### config.mk
export PLATFORM = sky130hd
export DESIGN_NAME = dmac_multi_channel_ctrl_flat
export DESIGN_NICKNAME = d
export VERILOG_FILES = /design/src/rtl/dmac_multi_channel_ctrl_if.sv /design/src/rtl/dmac_multi_channel_ctrl.sv /design/src/flat_wrapper.sv
export SDC_FILE = /design/constraint.sdc
export NUM_CORES = 2
export LEC_CHECK = 0
export ABC_AREA = 1
export BUFFER_PORTS_ARGS = -buffer_cell sky130_fd_sc_hd__buf_2
export CORE_MARGIN = 1
export CORE_UTILIZATION = 50
export DETAILED_ROUTE_END_ITERATION = 10
export PLACE_DENSITY = 0.75
export SLEW_MARGIN = 25
export SYNTH_ARGS = -nofsm -noshare
export SYNTH_HDL_FRONTEND = slang
export SYNTH_SLANG_ARGS = --single-unit
export TNS_END_PERCENT = 100
### constraint.sdc
create_clock -name clk -period 24.6 [get_ports clk]
set_input_delay 4.92 -clock clk [delete_from_list [all_inputs] [get_ports clk]]
set_output_delay 4.92 -clock clk [all_outputs]
set_load 0.03 [all_outputs]
### src/rtl/dmac_multi_channel_ctrl_if.sv
// dmac_multi_channel_ctrl_if: command, buffer-level, burst-engine and status signals of the multi-channel DMA controller
interface dmac_multi_channel_ctrl_if #(
   parameter int ADDR_WD = 32,
   parameter int DATA_WD = 32,
   parameter int CHANNEL_COUNT = 4,
   parameter int MAX_BURST_LEN = 16
);
   localparam int OFS_WD = $clog2(DATA_WD / 8);
   localparam int CH_WD = $clog2(CHANNEL_COUNT);
   localparam int FL_WD = $clog2(MAX_BURST_LEN) + 1;
   logic cmd_valid, cmd_ready;
   logic [CH_WD-1:0] cmd_channel;
   logic [ADDR_WD-1:0] cmd_src_addr, cmd_dst_addr, cmd_len;
   logic [1:0] cmd_burst;
   logic [2:0] cmd_size;
   logic [CHANNEL_COUNT*FL_WD-1:0] buf_fill_level;
   logic rd_req_valid, rd_req_ack, rd_req_done, rd_resp_valid;
   logic [CH_WD-1:0] rd_req_channel, rd_resp_channel;
   logic [ADDR_WD-1:0] rd_req_addr, rd_req_length, rd_req_next_addr, rd_req_next_length;
   logic [1:0] rd_req_burst;
   logic [2:0] rd_req_size;
   logic wr_req_valid, wr_req_ack, wr_req_done;
   logic [CH_WD-1:0] wr_req_channel;
   logic [ADDR_WD-1:0] wr_req_addr, wr_req_length, wr_req_next_addr, wr_req_next_length;
   logic [1:0] wr_req_burst;
   logic [2:0] wr_req_size;
   logic [OFS_WD-1:0] wr_req_data_offset;
   logic [CHANNEL_COUNT-1:0] ch_busy, ch_done;
   modport master (
      input cmd_valid, cmd_channel, cmd_src_addr, cmd_dst_addr, cmd_len, cmd_burst, cmd_size, buf_fill_level,
      input rd_req_ack, rd_req_next_addr, rd_req_next_length, rd_req_done, rd_resp_valid, rd_resp_channel,
      input wr_req_ack, wr_req_next_addr, wr_req_next_length, wr_req_done,
      output cmd_ready, rd_req_valid, rd_req_channel, rd_req_addr, rd_req_length, rd_req_burst, rd_req_size,
      output wr_req_valid, wr_req_channel, wr_req_addr, wr_req_length, wr_req_burst, wr_req_size, wr_req_data_offset,
      output ch_busy, ch_done
   );
   modport slave (
      output cmd_valid, cmd_channel, cmd_src_addr, cmd_dst_addr, cmd_len, cmd_burst, cmd_size, buf_fill_level,
      output rd_req_ack, rd_req_next_addr, rd_req_next_length, rd_req_done, rd_resp_valid, rd_resp_channel,
      output wr_req_ack, wr_req_next_addr, wr_req_next_length, wr_req_done,
      input cmd_ready, rd_req_valid, rd_req_channel, rd_req_addr, rd_req_length, rd_req_burst, rd_req_size,
      input wr_req_valid, wr_req_channel, wr_req_addr, wr_req_length, wr_req_burst, wr_req_size, wr_req_data_offset,
      input ch_busy, ch_done
   );
endinterface

### src/rtl/dmac_multi_channel_ctrl.sv
// dmac_multi_channel_ctrl: per-channel DMA transfer contexts round-robin arbitrated onto shared read and write burst engines
module dmac_multi_channel_ctrl #(
   parameter int ADDR_WD = 32,
   parameter int DATA_WD = 32,
   parameter int CHANNEL_COUNT = 4,
   parameter int MAX_BURST_LEN = 16,
   parameter int RD_MAX_OUTSTANDING = 8
) (
   input logic clk,
   input logic rst,
   dmac_multi_channel_ctrl_if.master bus
);
   localparam int OFS_WD = $clog2(DATA_WD / 8);
   localparam int CH_WD = $clog2(CHANNEL_COUNT);
   localparam int FL_WD = $clog2(MAX_BURST_LEN) + 1;
   localparam int OC_WD = $clog2(RD_MAX_OUTSTANDING + 1);
   localparam logic [0:0] IDLE = 1'b0, ACTIVE = 1'b1;
   logic [0:0] st [CHANNEL_COUNT];
   logic [ADDR_WD-1:0] rd_ptr [CHANNEL_COUNT], rd_len [CHANNEL_COUNT], wr_ptr [CHANNEL_COUNT], wr_len [CHANNEL_COUNT];
   logic [OFS_WD-1:0] ofs [CHANNEL_COUNT];
   logic [1:0] burst [CHANNEL_COUNT];
   logic [2:0] size [CHANNEL_COUNT];
   logic [OC_WD-1:0] oc [CHANNEL_COUNT];
   logic [CHANNEL_COUNT-1:0] busy, rd_dn, wr_dn, rd_el, wr_el, done_q;
   logic rd_v, wr_v, accept;
   logic [CH_WD-1:0] rd_sel, wr_sel, rd_rr, wr_rr;
   logic [CH_WD:0] rd_pick, wr_pick;
   // scan downwards so the first eligible channel at or after start wins
   function automatic logic [CH_WD:0] pick(input logic [CHANNEL_COUNT-1:0] el, input logic [CH_WD-1:0] start);
      int j;
      pick = '0;
      for (int k = CHANNEL_COUNT - 1; k >= 0; k--) begin
         j = (int'(start) + k) % CHANNEL_COUNT;
         if (el[j]) pick = {1'b1, CH_WD'(j)};
      end
   endfunction
   function automatic logic [CH_WD-1:0] nxt(input logic [CH_WD-1:0] c);
      return CH_WD'((int'(c) + 1) % CHANNEL_COUNT);
   endfunction
   always_comb begin
      for (int i = 0; i < CHANNEL_COUNT; i++) busy[i] = st[i] == ACTIVE;
   end
   always_comb begin
      for (int i = 0; i < CHANNEL_COUNT; i++) begin
         rd_el[i] = st[i] == ACTIVE && !rd_dn[i] && oc[i] < OC_WD'(RD_MAX_OUTSTANDING);
         wr_el[i] = st[i] == ACTIVE && !wr_dn[i] &&
                    (bus.buf_fill_level[i*FL_WD +: FL_WD] >= FL_WD'(MAX_BURST_LEN) || (rd_dn[i] && oc[i] == '0));
      end
   end
   assign rd_pick = pick(rd_el, rd_rr);
   assign wr_pick = pick(wr_el, wr_rr);
   assign accept = bus.cmd_valid && bus.cmd_ready;
   assign bus.cmd_ready = !busy[bus.cmd_channel];
   assign bus.ch_busy = busy;
   assign bus.ch_done = done_q;
   assign bus.rd_req_valid = rd_v;
   assign bus.rd_req_channel = rd_sel;
   assign bus.rd_req_addr = rd_ptr[rd_sel];
   assign bus.rd_req_length = rd_len[rd_sel];
   assign bus.rd_req_burst = burst[rd_sel];
   assign bus.rd_req_size = size[rd_sel];
   assign bus.wr_req_valid = wr_v;
   assign bus.wr_req_channel = wr_sel;
   assign bus.wr_req_addr = wr_ptr[wr_sel];
   assign bus.wr_req_length = wr_len[wr_sel];
   assign bus.wr_req_burst = burst[wr_sel];
   assign bus.wr_req_size = size[wr_sel];
   assign bus.wr_req_data_offset = ofs[wr_sel];
   always_ff @(posedge clk or posedge rst) begin
      if (rst) begin
         for (int i = 0; i < CHANNEL_COUNT; i++) begin
            st[i] <= IDLE;
            rd_ptr[i] <= '0;
            rd_len[i] <= '0;
            wr_ptr[i] <= '0;
            wr_len[i] <= '0;
            ofs[i] <= '0;
            burst[i] <= '0;
            size[i] <= '0;
            oc[i] <= '0;
         end
         rd_dn <= '0;
         wr_dn <= '0;
         done_q <= '0;
         rd_v <= 1'b0;
         wr_v <= 1'b0;
         rd_sel <= '0;
         wr_sel <= '0;
         rd_rr <= '0;
         wr_rr <= '0;
      end else begin
         done_q <= '0;
         // an ack and a response to the same channel cancel; a stray response never underflows
         for (int i = 0; i < CHANNEL_COUNT; i++)
            oc[i] <= (rd_v && bus.rd_req_ack && rd_sel == CH_WD'(i) && !(bus.rd_resp_valid && bus.rd_resp_channel == CH_WD'(i))) ? oc[i] + 1'b1 :
                     (bus.rd_resp_valid && bus.rd_resp_channel == CH_WD'(i) && !(rd_v && bus.rd_req_ack && rd_sel == CH_WD'(i)) && oc[i] != '0) ? oc[i] - 1'b1 : oc[i];
         if (!rd_v) begin
            rd_v <= rd_pick[CH_WD];
            if (rd_pick[CH_WD]) rd_sel <= rd_pick[CH_WD-1:0];
         end else if (bus.rd_req_ack) begin
            rd_ptr[rd_sel] <= bus.rd_req_next_addr;
            rd_len[rd_sel] <= bus.rd_req_next_length;
            if (bus.rd_req_done) rd_dn[rd_sel] <= 1'b1;
            rd_rr <= nxt(rd_sel);
            rd_v <= 1'b0;
         end
         if (!wr_v) begin
            wr_v <= wr_pick[CH_WD];
            if (wr_pick[CH_WD]) wr_sel <= wr_pick[CH_WD-1:0];
         end else if (bus.wr_req_ack) begin
            wr_ptr[wr_sel] <= bus.wr_req_next_addr;
            wr_len[wr_sel] <= bus.wr_req_next_length;
            if (bus.wr_req_done) begin
               wr_dn[wr_sel] <= 1'b1;
               st[wr_sel] <= IDLE;
               done_q[wr_sel] <= 1'b1;
            end
            wr_rr <= nxt(wr_sel);
            wr_v <= 1'b0;
         end
         if (accept) begin
            rd_ptr[bus.cmd_channel] <= bus.cmd_src_addr;
            wr_ptr[bus.cmd_channel] <= bus.cmd_dst_addr;
            rd_len[bus.cmd_channel] <= bus.cmd_len;
            wr_len[bus.cmd_channel] <= bus.cmd_len;
            ofs[bus.cmd_channel] <= bus.cmd_src_addr[OFS_WD-1:0];
            burst[bus.cmd_channel] <= bus.cmd_burst;
            size[bus.cmd_channel] <= bus.cmd_size;
            rd_dn[bus.cmd_channel] <= 1'b0;
            wr_dn[bus.cmd_channel] <= 1'b0;
            if (bus.cmd_len == '0) done_q[bus.cmd_channel] <= 1'b1;
            else st[bus.cmd_channel] <= ACTIVE;
         end
      end
   end
endmodule

### src/flat_wrapper.sv
// flat-port wrapper written by rule: the top's interface ports become plain ports
module dmac_multi_channel_ctrl_flat 
#(
   parameter int ADDR_WD = 32,
   parameter int DATA_WD = 32,
   parameter int CHANNEL_COUNT = 4,
   parameter int MAX_BURST_LEN = 16,
   parameter int RD_MAX_OUTSTANDING = 8
)
  (clk, rst, bus_cmd_valid, bus_cmd_channel, bus_cmd_src_addr, bus_cmd_dst_addr, bus_cmd_len, bus_cmd_burst, bus_cmd_size, bus_buf_fill_level, bus_rd_req_ack, bus_rd_req_next_addr, bus_rd_req_next_length, bus_rd_req_done, bus_rd_resp_valid, bus_rd_resp_channel, bus_wr_req_ack, bus_wr_req_next_addr, bus_wr_req_next_length, bus_wr_req_done, bus_cmd_ready, bus_rd_req_valid, bus_rd_req_channel, bus_rd_req_addr, bus_rd_req_length, bus_rd_req_burst, bus_rd_req_size, bus_wr_req_valid, bus_wr_req_channel, bus_wr_req_addr, bus_wr_req_length, bus_wr_req_burst, bus_wr_req_size, bus_wr_req_data_offset, bus_ch_busy, bus_ch_done);
  dmac_multi_channel_ctrl_if #(.ADDR_WD(ADDR_WD), .DATA_WD(DATA_WD), .CHANNEL_COUNT(CHANNEL_COUNT), .MAX_BURST_LEN(MAX_BURST_LEN)) bus_i ();
  input logic clk;
  input logic rst;
  input wire logic [$bits(bus_i.cmd_valid)-1:0] bus_cmd_valid;
  input wire logic [$bits(bus_i.cmd_channel)-1:0] bus_cmd_channel;
  input wire logic [$bits(bus_i.cmd_src_addr)-1:0] bus_cmd_src_addr;
  input wire logic [$bits(bus_i.cmd_dst_addr)-1:0] bus_cmd_dst_addr;
  input wire logic [$bits(bus_i.cmd_len)-1:0] bus_cmd_len;
  input wire logic [$bits(bus_i.cmd_burst)-1:0] bus_cmd_burst;
  input wire logic [$bits(bus_i.cmd_size)-1:0] bus_cmd_size;
  input wire logic [$bits(bus_i.buf_fill_level)-1:0] bus_buf_fill_level;
  input wire logic [$bits(bus_i.rd_req_ack)-1:0] bus_rd_req_ack;
  input wire logic [$bits(bus_i.rd_req_next_addr)-1:0] bus_rd_req_next_addr;
  input wire logic [$bits(bus_i.rd_req_next_length)-1:0] bus_rd_req_next_length;
  input wire logic [$bits(bus_i.rd_req_done)-1:0] bus_rd_req_done;
  input wire logic [$bits(bus_i.rd_resp_valid)-1:0] bus_rd_resp_valid;
  input wire logic [$bits(bus_i.rd_resp_channel)-1:0] bus_rd_resp_channel;
  input wire logic [$bits(bus_i.wr_req_ack)-1:0] bus_wr_req_ack;
  input wire logic [$bits(bus_i.wr_req_next_addr)-1:0] bus_wr_req_next_addr;
  input wire logic [$bits(bus_i.wr_req_next_length)-1:0] bus_wr_req_next_length;
  input wire logic [$bits(bus_i.wr_req_done)-1:0] bus_wr_req_done;
  output wire logic [$bits(bus_i.cmd_ready)-1:0] bus_cmd_ready;
  output wire logic [$bits(bus_i.rd_req_valid)-1:0] bus_rd_req_valid;
  output wire logic [$bits(bus_i.rd_req_channel)-1:0] bus_rd_req_channel;
  output wire logic [$bits(bus_i.rd_req_addr)-1:0] bus_rd_req_addr;
  output wire logic [$bits(bus_i.rd_req_length)-1:0] bus_rd_req_length;
  output wire logic [$bits(bus_i.rd_req_burst)-1:0] bus_rd_req_burst;
  output wire logic [$bits(bus_i.rd_req_size)-1:0] bus_rd_req_size;
  output wire logic [$bits(bus_i.wr_req_valid)-1:0] bus_wr_req_valid;
  output wire logic [$bits(bus_i.wr_req_channel)-1:0] bus_wr_req_channel;
  output wire logic [$bits(bus_i.wr_req_addr)-1:0] bus_wr_req_addr;
  output wire logic [$bits(bus_i.wr_req_length)-1:0] bus_wr_req_length;
  output wire logic [$bits(bus_i.wr_req_burst)-1:0] bus_wr_req_burst;
  output wire logic [$bits(bus_i.wr_req_size)-1:0] bus_wr_req_size;
  output wire logic [$bits(bus_i.wr_req_data_offset)-1:0] bus_wr_req_data_offset;
  output wire logic [$bits(bus_i.ch_busy)-1:0] bus_ch_busy;
  output wire logic [$bits(bus_i.ch_done)-1:0] bus_ch_done;
  assign bus_i.cmd_valid = bus_cmd_valid;
  assign bus_i.cmd_channel = bus_cmd_channel;
  assign bus_i.cmd_src_addr = bus_cmd_src_addr;
  assign bus_i.cmd_dst_addr = bus_cmd_dst_addr;
  assign bus_i.cmd_len = bus_cmd_len;
  assign bus_i.cmd_burst = bus_cmd_burst;
  assign bus_i.cmd_size = bus_cmd_size;
  assign bus_i.buf_fill_level = bus_buf_fill_level;
  assign bus_i.rd_req_ack = bus_rd_req_ack;
  assign bus_i.rd_req_next_addr = bus_rd_req_next_addr;
  assign bus_i.rd_req_next_length = bus_rd_req_next_length;
  assign bus_i.rd_req_done = bus_rd_req_done;
  assign bus_i.rd_resp_valid = bus_rd_resp_valid;
  assign bus_i.rd_resp_channel = bus_rd_resp_channel;
  assign bus_i.wr_req_ack = bus_wr_req_ack;
  assign bus_i.wr_req_next_addr = bus_wr_req_next_addr;
  assign bus_i.wr_req_next_length = bus_wr_req_next_length;
  assign bus_i.wr_req_done = bus_wr_req_done;
  assign bus_cmd_ready = bus_i.cmd_ready;
  assign bus_rd_req_valid = bus_i.rd_req_valid;
  assign bus_rd_req_channel = bus_i.rd_req_channel;
  assign bus_rd_req_addr = bus_i.rd_req_addr;
  assign bus_rd_req_length = bus_i.rd_req_length;
  assign bus_rd_req_burst = bus_i.rd_req_burst;
  assign bus_rd_req_size = bus_i.rd_req_size;
  assign bus_wr_req_valid = bus_i.wr_req_valid;
  assign bus_wr_req_channel = bus_i.wr_req_channel;
  assign bus_wr_req_addr = bus_i.wr_req_addr;
  assign bus_wr_req_length = bus_i.wr_req_length;
  assign bus_wr_req_burst = bus_i.wr_req_burst;
  assign bus_wr_req_size = bus_i.wr_req_size;
  assign bus_wr_req_data_offset = bus_i.wr_req_data_offset;
  assign bus_ch_busy = bus_i.ch_busy;
  assign bus_ch_done = bus_i.ch_done;
  dmac_multi_channel_ctrl #(.ADDR_WD(ADDR_WD), .DATA_WD(DATA_WD), .CHANNEL_COUNT(CHANNEL_COUNT), .MAX_BURST_LEN(MAX_BURST_LEN), .RD_MAX_OUTSTANDING(RD_MAX_OUTSTANDING)) u_core (.clk(clk), .rst(rst), .bus(bus_i));
endmodule
==> results.py <==
metrics = {
    "clock_network": {
        "h-tree-depth": 3,
        "cts-root-buf": "clkbuf_16",
        "clk_latency_ns": 0.60,
        "numClockSinks": 582,
        "cts_resized": 0,
        "cts_setup_buffers": 0,
        "hold_buffers": 0,
        "cts_tree": "yes",
        "clk_pin_slew_ns": 0.06,
        "clockBufferDepth": 3,
        "cts_buffers": 67,
    },
    "setup_path": {
        "crit_top_cell": "buf_2",
        "path_max_fanout": 4,
        "worst_setup_path_end_kind": "output pin",
        "path_cells": "buf_2 > nand2_1 > inv_1 > a221oi_4 > buf_2",
        "crit_family": "buffers and inverters",
        "rr_startpoint": "u_core.bus.rd_req_channel[0]",
        "worstSetupStartpoint": "bus_cmd_channel[0]",
        "critical_path_buf_inv_count": 3,
        "critPathArrivalTime_ns": 5.95,
        "critPathKind": "in2out",
        "critPathSlowestCell": "a221oi_4",
        "worst_setup_path_start_kind": "input port",
        "critPathMaxStageDelay_ns": 0.42,
        "required_ns": 19.68,
    },
    "layout": {
        "area_growth_pct": 14.33,
        "fin_nets": 4572,
        "final-seq-area_mm2": 0.01458,
        "drive_gt1_share_pct": 13.33,
        "multi_input_area_mm2": 0.01489,
        "stdcell_area_mm2": 0.03615,
        "n_fill_cell": 5610,
    },
    "grt": {
        "overflow": 0,
        "grt_pass1_vias": 28068,
        "antenna_found_initial": 23,
        "grt_max_degree": 166,
        "grt_usage_pct": 31.43,
        "grt_pass1_wl_mm": 156.5,
    },
    "timing": {
        "grt_setup_unrepaired": "no",
        "final.period_utilization_pct": 44.18,
        "period_minus_slack_ns": 10.87,
        "max_freq_ghz": 0.09202,
        "finalHoldViolations": 0,
        "final.setup.tns_ns": 0,
        "fin_worst_skew_ns": 0.01663,
        "tightestPinTransition_ns": 1.040,
        "slew_headroom_pct": 30.00,
        "slew_viol_final": 0,
        "setup_viol": 0,
    },
    "die": {
        "die_width_um": 253.5,
        "die_area_mm2": 0.06424,
        "core_mm2": 0.06205,
        "die_h_um": 253.5,
        "rows": 91,
        "start_util_pct": 50.95,
        "io_pins": 416,
    },
    "run_status": {
        "status": "finished, final reports clean",
    },
    "pwr": {
        "power_density_mw_per_mm2": 144.2,
        "p_leak_nw": 19.48,
        "irDropWorstVdd_v": 0.00008663,
    },
    "synthesis": {
        "async_reset_ff_share_pct": 100.0,
        "syn_avg_cell_area_um2": 7.786,
        "yosysWarnings": 0,
        "ys_ff_latch": 582,
        "syn_inst": 4061,
        "syn_nets": 4342,
        "synth-edff-count": 0,
        "ys_seq_area_share_pct": 46.06,
        "synth_ff_type": "dfrtp_1",
        "ys_types": 31,
        "syn-cell-area_mm2": 0.03162,
    },
    "detailed_routing": {
        "num_vias": 29266,
        "detail-route-antenna-nets": 0,
        "wl_mm": 101.6,
        "drt-initial-drc-count": 2784,
        "via_per_inst": 5.630,
        "drc": 0,
        "wire_per_inst_um": 19.55,
        "drtPass1Iterations": 6,
    },
    "flow_run": {
        "cap_violations": 0,
    },
    "hold_path": {
        "hold_start": "u_core.ofs[3]",
        "hp-class": "reg2reg",
    },
    "place": {
        "gp_congestion": 0.8805,
        "place_area_mm2": 0.03390,
        "dpl.hpwl_mm": 58.19,
        "port_buffers": 399,
    },
}
power breakdown:
group | total, mW | switching [mW] | internal [mW] | leakage [nW]
Combinational | 2.51 | 1.67 | 0.845 | 11.4
Sequential | 1.70 | 0.281 | 1.42 | 7.02
Clock | 1.00 | 0.414 | 0.589 | 1.09
worst reg2reg max path, stage by stage, from the launching register on:
cell,delay [ns]
dfrtp_4,0.82
inv_4,0.90
buf_4,0.78
ha_1,0.36
nand2_4,0.41
or2_2,0.54
ha_1,0.30
a21o_1,0.16
a21oi_1,0.15
mux2i_1,0.26
xor2_1,0.16
inv_1,0.05
synthesized netlist by cell type (4+ instances only):
library cell  instances  share of area [%]
a21oi_1              49               0.78
o21ai_0             649                 10
mux2i_1             265                8.4
nor4_1                8               0.16
ha_1                 16               0.63
buf_2                83                1.3
nor2_1              329                3.9
mux2_2                5               0.18
inv_2                 7              0.083
o21ai_1              21               0.33
xnor2_1               5               0.14
inv_1               280                3.3
nand4_1               5              0.099
nand3_1              34               0.54
buf_1                10               0.12
o21a_1              129                3.1
clkbuf_1            171                2.0
a21o_1                4              0.095
nand2_1            1230                 15
nor3_1                5              0.079
o22ai_1             141                2.8
fa_1                  4               0.25
dfrtp_1             582                 46
buf_4                11               0.26
xor2_1                9               0.25
flip-flops by register name, indices dropped and copies added (netlist names), 8 cells and up:
signal,count
u_core.size,12
u_core.wr_len,128
u_core.wr_ptr,128
u_core.rd_ptr,128
u_core.oc,16
u_core.rd_len,128
u_core.ofs,8
u_core.burst,8
metal layers:
layer / share of wire [%] / wire, µm / global-route usage, %
met5: 0.075 / 76 / 0
met4: 3.4 / 3453 / 13.77
met3: 8.6 / 8728 / 5.470
met2: 47 / 47780 / 51.06
met1: 41 / 41590 / 41.20
path summary, 6_finish.rpt:
kind,slack (ns),cells past startpoint,to
setup / recovery,13.73,5,bus_cmd_ready
hold / removal,0.47,2,u_core.ofs[3]
setup reg to reg,19.62,11,u_core.oc[15]
hold reg to reg,0.47,2,u_core.ofs[3]
max in group asynchronous,17.83,4,u_core.wr_ptr[109]
min in group asynchronous,4.48,2,u_core.wr_len[119]
placed cells by master (no fill, tap or decap), types with 2 or more instances in the layout:
master        n
clkbuf_1     17
ha_1         16
buf_2       399
nor4_1        8
nand4_1       5
or2_2         2
clkinv_2     11
nor2_1      329
buf_4        35
clkbuf_8     16
nand3_4       2
dfrtp_1     578
xor2_1        9
nand2_1    1222
nor2_4        2
o21a_1      129
dfrtp_4       3
a31oi_1       2
a21oi_1      49
bufinv_16     2
inv_6         6
xnor2_1       5
o22ai_1     141
fa_1          4
nand3_1      33
mux2_2        5
nand2_4       8
clkbuf_16    69
mux2i_1     265
inv_4         3
o21ai_0     649
inv_2         7
nor3_1        5
a21o_1        4
diode_2      16
inv_1       275
o21ai_1      21
cell type report:
class                      count  area share [%]
sequential                   582           40.33
clock inverter                21          0.5400
tap                          837           2.897
timing repair buffer         436           6.338
inverter                     287           3.036
antenna                       16          0.1108
multi-input combinational   2917           41.19
clock buffer                 102           5.562
cells by family after synthesis:
| logic type | count (synthesis) | synth area share, % |
|---|---|---|
| compound gates | 996 | 17.45 |
| xor+xnor | 14 | 0.3878 |
| fa+ha+maj | 20 | 0.8864 |
| buf+inv | 562 | 7.131 |
| flops | 582 | 46.06 |
| mux | 270 | 8.567 |
| simple gates | 1617 | 19.51 |
metrics by stage:
| stage | util, % | total power [mW] | worst slack (ns) | hold slack (ns) | std cells |
|---|---|---|---|---|---|
| finish | 58.25 | 5.212 | 13.73 | 0.4738 | 5198 |
| global route | 58.24 | 5.559 | 13.68 | 0.4997 | 5195 |
| CTS | 58.19 | 5.200 | 13.74 | 0.4716 | 5182 |
| detailed placement | 54.63 | 4.180 | 13.74 | 0.4590 | 5059 |
| global placement | 54.63 | 4.117 | 13.76 | 0.4550 | 5059 |
| floorplan | - | 3.461 | 3.395 | 0.4366 | 4061 |
Note: power is estimated with default switching activity, not from simulation.
